===== src/rtl/wb_arbiter.sv =====
`default_nettype none
// ============================================================================
// Module   : wb_arbiter
// Purpose  : Merges arithmetic-unit and multicycle-unit results onto the
//            single register-file write port. AU results cannot be stalled,
//            so they always win. MU results are buffered in a small FIFO and
//            drained in cycles the AU leaves idle. A result goes straight
//            through when the FIFO is empty and the AU is idle.
// Ports    : CLK, nRST        - clock, asynchronous active-low reset
//            wen_au/reg_rd_au/wdata_au - AU result triple (no back-pressure)
//            mu_valid/mu_rd/mu_wdata   - MU result triple
//            mu_ready         - buffer can accept an MU result this cycle
//            rf_wen/rf_rd/rf_wdata     - registered register-file write port
//            stall_issue      - hold issue of new multicycle ops
//            fifo_count       - current FIFO occupancy
// Revision : 1.0 - initial release
// ============================================================================
module wb_arbiter #(
  parameter int DEPTH  = 4,
  parameter int WORD_W = 32
) (
  input  logic                       CLK,
  input  logic                       nRST,
  input  logic                       wen_au,
  input  logic [4:0]                 reg_rd_au,
  input  logic [WORD_W-1:0]          wdata_au,
  input  logic                       mu_valid,
  input  logic [4:0]                 mu_rd,
  input  logic [WORD_W-1:0]          mu_wdata,
  output logic                       mu_ready,
  output logic                       rf_wen,
  output logic [4:0]                 rf_rd,
  output logic [WORD_W-1:0]          rf_wdata,
  output logic                       stall_issue,
  output logic [$clog2(DEPTH+1)-1:0] fifo_count
);

  localparam int c_CNT_W = $clog2(DEPTH + 1);
  localparam int c_PTR_W = $clog2(DEPTH);
  localparam logic [c_CNT_W-1:0] c_FULL  = c_CNT_W'(DEPTH);
  localparam logic [c_CNT_W-1:0] c_STALL = c_CNT_W'(DEPTH - 1);

  // FIFO storage (data path only, no reset needed)
  logic [4:0]        mem_rd_q   [DEPTH];
  logic [WORD_W-1:0] mem_data_q [DEPTH];

  logic [c_PTR_W-1:0] wr_ptr_q, wr_ptr_d;
  logic [c_PTR_W-1:0] rd_ptr_q, rd_ptr_d;
  logic [c_CNT_W-1:0] count_q,  count_d;

  logic              rf_wen_q,   rf_wen_d;
  logic [4:0]        rf_rd_q,    rf_rd_d;
  logic [WORD_W-1:0] rf_wdata_q, rf_wdata_d;

  logic w_au_go;
  logic w_ready;
  logic w_push;
  logic w_pop;
  logic w_bypass;
  logic w_enq;

  // Handshake depends only on registered occupancy: a pop in the same cycle
  // never frees a slot for a push while full.
  assign w_ready  = (count_q != c_FULL);
  assign w_au_go  = wen_au && (reg_rd_au != 5'd0);
  assign w_push   = mu_valid && w_ready;
  assign w_pop    = !w_au_go && (count_q != '0);
  assign w_bypass = !w_au_go && (count_q == '0) && w_push && (mu_rd != 5'd0);
  // rd==0 results complete the handshake but are dropped here
  assign w_enq    = w_push && (mu_rd != 5'd0) && !w_bypass;

  always_comb begin
    wr_ptr_d = wr_ptr_q;
    rd_ptr_d = rd_ptr_q;
    count_d  = count_q;
    if (w_enq) begin
      wr_ptr_d = wr_ptr_q + c_PTR_W'(1);
    end
    if (w_pop) begin
      rd_ptr_d = rd_ptr_q + c_PTR_W'(1);
    end
    count_d = count_q + {{(c_CNT_W-1){1'b0}}, w_enq} - {{(c_CNT_W-1){1'b0}}, w_pop};
  end

  // Next write-port value: AU, then FIFO head, then bypass, else idle with
  // address/data holding their last values.
  always_comb begin
    rf_wen_d   = 1'b0;
    rf_rd_d    = rf_rd_q;
    rf_wdata_d = rf_wdata_q;
    if (w_au_go) begin
      rf_wen_d   = 1'b1;
      rf_rd_d    = reg_rd_au;
      rf_wdata_d = wdata_au;
    end else if (w_pop) begin
      rf_wen_d   = 1'b1;
      rf_rd_d    = mem_rd_q[rd_ptr_q];
      rf_wdata_d = mem_data_q[rd_ptr_q];
    end else if (w_bypass) begin
      rf_wen_d   = 1'b1;
      rf_rd_d    = mu_rd;
      rf_wdata_d = mu_wdata;
    end
  end

  always_ff @(posedge CLK or negedge nRST) begin
    if (!nRST) begin
      wr_ptr_q   <= '0;
      rd_ptr_q   <= '0;
      count_q    <= '0;
      rf_wen_q   <= 1'b0;
      rf_rd_q    <= 5'd0;
      rf_wdata_q <= '0;
    end else begin
      wr_ptr_q   <= wr_ptr_d;
      rd_ptr_q   <= rd_ptr_d;
      count_q    <= count_d;
      rf_wen_q   <= rf_wen_d;
      rf_rd_q    <= rf_rd_d;
      rf_wdata_q <= rf_wdata_d;
    end
  end

  always_ff @(posedge CLK) begin
    if (w_enq) begin
      mem_rd_q[wr_ptr_q]   <= mu_rd;
      mem_data_q[wr_ptr_q] <= mu_wdata;
    end
  end

  assign mu_ready    = w_ready;
  assign stall_issue = (count_q >= c_STALL);
  assign fifo_count  = count_q;
  assign rf_wen      = rf_wen_q;
  assign rf_rd       = rf_rd_q;
  assign rf_wdata    = rf_wdata_q;

endmodule
`default_nettype wire


===== config.mk =====
export PLATFORM = sky130hd
export DESIGN_NAME = wb_arbiter
export DESIGN_NICKNAME = d
export VERILOG_FILES = /design/src/rtl/wb_arbiter.sv
export SDC_FILE = /design/constraint.sdc
export NUM_CORES = 1
export LEC_CHECK = 0
export CAP_MARGIN = 20
export CORE_UTILIZATION = 35
export CTS_CLUSTER_SIZE = 24
export DETAILED_ROUTE_END_ITERATION = 8
export GPL_TIMING_DRIVEN = 0
export SLEW_MARGIN = 0
export SYNTH_ARGS = -nofsm -noshare
export SYNTH_HDL_FRONTEND = slang
export SYNTH_SLANG_ARGS = --single-unit

===== constraint.sdc =====
create_clock -name CLK -period 2.4 [get_ports CLK]
set_input_delay 0.6 -clock CLK [delete_from_list [all_inputs] [get_ports CLK]]
set_output_delay 0.6 -clock CLK [all_outputs]
set_load 0.01 [all_outputs]

==> results.sh <==
export IMPL_initial_core_util_pct=35.8
export IMPL_grt_pass1_wl_um=30000
export IMPL_cpLargestDelayFamily="adder cells"
export IMPL_port_buffers=120
export IMPL_vias=4649
export IMPL_p_per_area_mw_per_mm2=1160
export IMPL_gp_congestion=0.727
export IMPL_cts_tree="done"
export IMPL_p_leak_nw=3.72
export IMPL_synth_seq_cells=193
export IMPL_synth_nets=536
export IMPL_grt_overflow_total=0
export IMPL_die_width_um=154
export IMPL_status="finished clean"
export IMPL_final_util_pct=46.3
export IMPL_core_area_mm2=0.0227
export IMPL_finalClockSkew_ns=0.00909
export IMPL_grt_max_degree=38
export IMPL_postRouteAntennaNets=0
export IMPL_synth_distinct_cells=34
export IMPL_first_pass_iters=4
export IMPL_crit_fanout=6
export IMPL_via_per_inst=5.16
export IMPL_cp_arrival_ns=2.71
export IMPL_crit_chain="dlygate4sd2_1 -> or4_4 -> o21ai_4 -> a21oi_2 -> inv_2 -> ha_4 -> inv_4 -> ha_4 -> inv_2 -> fa_2 -> inv_2"
export IMPL_cts_max_level=4
export IMPL_syn_area_per_cell_um2=18.1
export IMPL_crit_path_start_kind="input pin"
export IMPL_worstHoldPathType="in -> async"
export IMPL_fin_nets=689
export IMPL_drv_slew=0
export IMPL_clk_latency_ns=0.43
export IMPL_wire_per_inst_um=21.7
export IMPL_p_total_w=0.0122
export IMPL_cts_buffers=17
export IMPL_synthMuxAreaShare_pct=19.5
export IMPL_drtIter0Drc=271
export IMPL_row_count=55
export IMPL_slowest_stage="fa_2"
export IMPL_fin_crit_ns=2.39
export IMPL_ir_drop_v=0.000442
export IMPL_nFillCells=1960
export IMPL_synthSimpleGateAreaFrac_pct=3.97
export IMPL_grt_pass1_vias=5114
export IMPL_slew_limit_headroom_pct=47.6
export IMPL_ctsLongestPathBuffers=2
export IMPL_cap_violations=0
export IMPL_synthArstFlopShare_pct=23.3
export IMPL_tightest_slew_ns=0.786
export IMPL_cp_end_kind="flip-flop"
export IMPL_hpwlAfterDp_um=12900
export IMPL_rsz0062_at_grt="true"
export IMPL_fin_crit_sh_pct=99.4
export IMPL_yosys_area_share_adder_pct=1.32
export IMPL_die_h_um=154
export IMPL_synth_top_family_by_area="multiplexers"
export IMPL_fmax_mhz=419
export IMPL_required_ns=2.72
export IMPL_netlist_area_mm2=0.00813
export IMPL_critPathBufInv=5
export IMPL_routed_wl_um=19500
export IMPL_ys_seq_area_share_pct=68.5
export IMPL_synth_edff_count=148
export IMPL_crit_type="in -> reg"
export IMPL_hold_violations=0
export IMPL_drive_above_1_share_pct=27.8
export IMPL_cts_root_buf="clkbuf_16"
export IMPL_gr_usage_all_layers_pct=17.2
export IMPL_cp_slowest_stage_delay_ns=0.53
export IMPL_crit_path_frequent_cell="inv_2"
export IMPL_finalSetupViolations=0
export IMPL_clk_pin_slew_worst_paths_ns=0.07
export IMPL_synth_xor_area_share_pct=0.431
export IMPL_synth_cells=450
export IMPL_antennaDiodeCount=0
export IMPL_synthFlopType="edfxtp_1"
export IMPL_clkSinkCount=193
export IMPL_synth_compound_area_share_pct=2.97
export IMPL_syn_to_final_growth_pct=29.4
export IMPL_ys_warn_count=0
export IMPL_antenna_found_initial=0
export IMPL_drcViolationCount=0
export IMPL_pin_count=121
export IMPL_die_area_mm2=0.0238
layer usage:
metal	share of wire, %	track usage (%)	vias to the layer above	wire, µm
met2	51	30.0	122	10000
li1	-	-	2113	-
met4	1.4	4.67	0	276
met3	5.1	4.20	19	1010
met1	42	21.3	2395	8220
met5	0	0	-	0
layout by cell type (no fill, tap or decap), types with 2 or more instances in the layout:
cell type and instances:
clkinv_2 2, clkbuf_16 17, clkbuf_2 2, clkbuf_1 5
mux2i_1 35, buf_6 5, mux2_2 36, or2_0 2
o21ai_4 2, inv_8 2, bufinv_16 3, nand2_1 4
clkdlybuf4s50_1 109, o21ai_1 32, buf_2 16, inv_1 4
and2_4 5, o311ai_0 2, buf_4 15, clkinv_4 3
a2bb2oi_1 2, dfrtp_2 2, ha_1 5, inv_2 3
dlygate4sd2_1 3, ha_4 2, edfxtp_1 148, dfrtp_1 43
mux4_2 37, buf_12 7, xnor2_1 2, clkinvlp_4 3
or4_4 2, o21ai_0 4, nand4_1 35
worst register-to-register path, stage by stage, from the launching register on:
cell,delay [ns]
dfrtp_2,0.43
or3_4,0.43
buf_6,0.18
and2_4,0.16
ha_4,0.24
inv_4,0.05
ha_4,0.12
inv_2,0.03
fa_2,0.53
inv_2,0.03
final timing paths:
path	start	end	slack (ns)	cells past startpoint
worst max-delay path	mu_rd[3]	fifo_count[1]$_DFF_PN0_	0.01	11
worst min-delay path	nRST	rf_wdata[12]$_DFFE_PN0P_	0.06	1
worst max register to register	fifo_count[1]$_DFF_PN0_	fifo_count[1]$_DFF_PN0_	0.10	9
worst min register to register	rf_wdata[14]$_DFFE_PN0P_	rf_wdata[14]$_DFFE_PN0P_	0.52	2
max in group asynchronous	nRST	fifo_count[1]$_DFF_PN0_	1.82	2
min in group CLK	reg_rd_au[1]	rf_rd[1]$_DFFE_PN0P_	0.42	3
metrics by stage:
stage	setup slack, ns	hold slack [ns]	setup TNS, ns	cell area [µm²]	instances
2_1_floorplan	-0.215	0.304	-0.429	8160	450
3_3_place_gp	-0.886	0.498	-177.39	9720	855
3_5_place_dp	-0.914	0.508	-112.33	9800	859
4_1_cts	0.00633	0.0457	0	10500	896
5_1_grt	-0.0347	0.0539	-0.0347	10500	901
6_report	0.0145	0.0572	0	10500	901
cells in the mapped netlist, types with 2 or more instances:
library cell	instances	area share (%)
and2_1	5	0.38
a2bb2oi_1	2	0.22
o311ai_0	2	0.22
clkbuf_1	5	0.23
edfxtp_1	148	55
nand2_1	4	0.18
dfrtp_1	45	14
buf_12	3	0.74
mux2i_1	35	4.3
xnor2_1	3	0.32
inv_1	8	0.37
buf_4	5	0.46
buf_6	4	0.55
mux2_2	36	5.0
o21ai_0	4	0.25
buf_2	14	0.86
or2_0	2	0.15
ha_1	7	1.1
o21ai_1	33	2.0
nand4_1	35	2.7
mux4_2	37	10
state kept, by name, indices dropped and copies added, names as in the netlist:
signal and flops:
wr_ptr_q 2, rd_ptr_q 2, rf_rd 5, mem_data_q 128
rf_wen 1, mem_rd_q 20, rf_wdata 32, fifo_count 3
cell type report:
| class | instances | area (µm²) | area share (%) |
|---|---|---|---|
| clock inverter | 15 | 184 | 1.75 |
| tap | 285 | 357 | 3.39 |
| multi-input combinational | 217 | 2370 | 22.6 |
| clock buffer | 17 | 425 | 4.04 |
| sequential | 193 | 5570 | 53.0 |
| buffer | 31 | 228 | 2.16 |
| timing repair buffer | 135 | 1350 | 12.8 |
| inverter | 8 | 32.5 | 0.309 |
kinds of logic (layout without fill, tap and decap cells):
logic type / after synthesis / after routing
mux: 108 / 108
simple gates: 53 / 53
xor+xnor: 4 / 4
flops: 193 / 193
fa+ha+maj: 8 / 8
buf+inv: 40 / 206
compound gates: 44 / 44
where the power goes:
| part | total, W | leakage (nW) | switching (W) | internal (W) |
|---|---|---|---|---|
| Combinational | 0.00447 | 1.56 | 0.00207 | 0.00241 |
| Sequential | 0.00487 | 1.87 | 0.000352 | 0.00452 |
| Clock | 0.00289 | 0.291 | 0.00124 | 0.00165 |
repair_timing:
action	CTS	global route
gates resized for setup	29	19
setup endpoints to repair	123	27
pin swaps	5	11
gates cloned	0	0
setup buffers	5	6
hold buffers	0	0
Power figures use the tool's default switching activity.
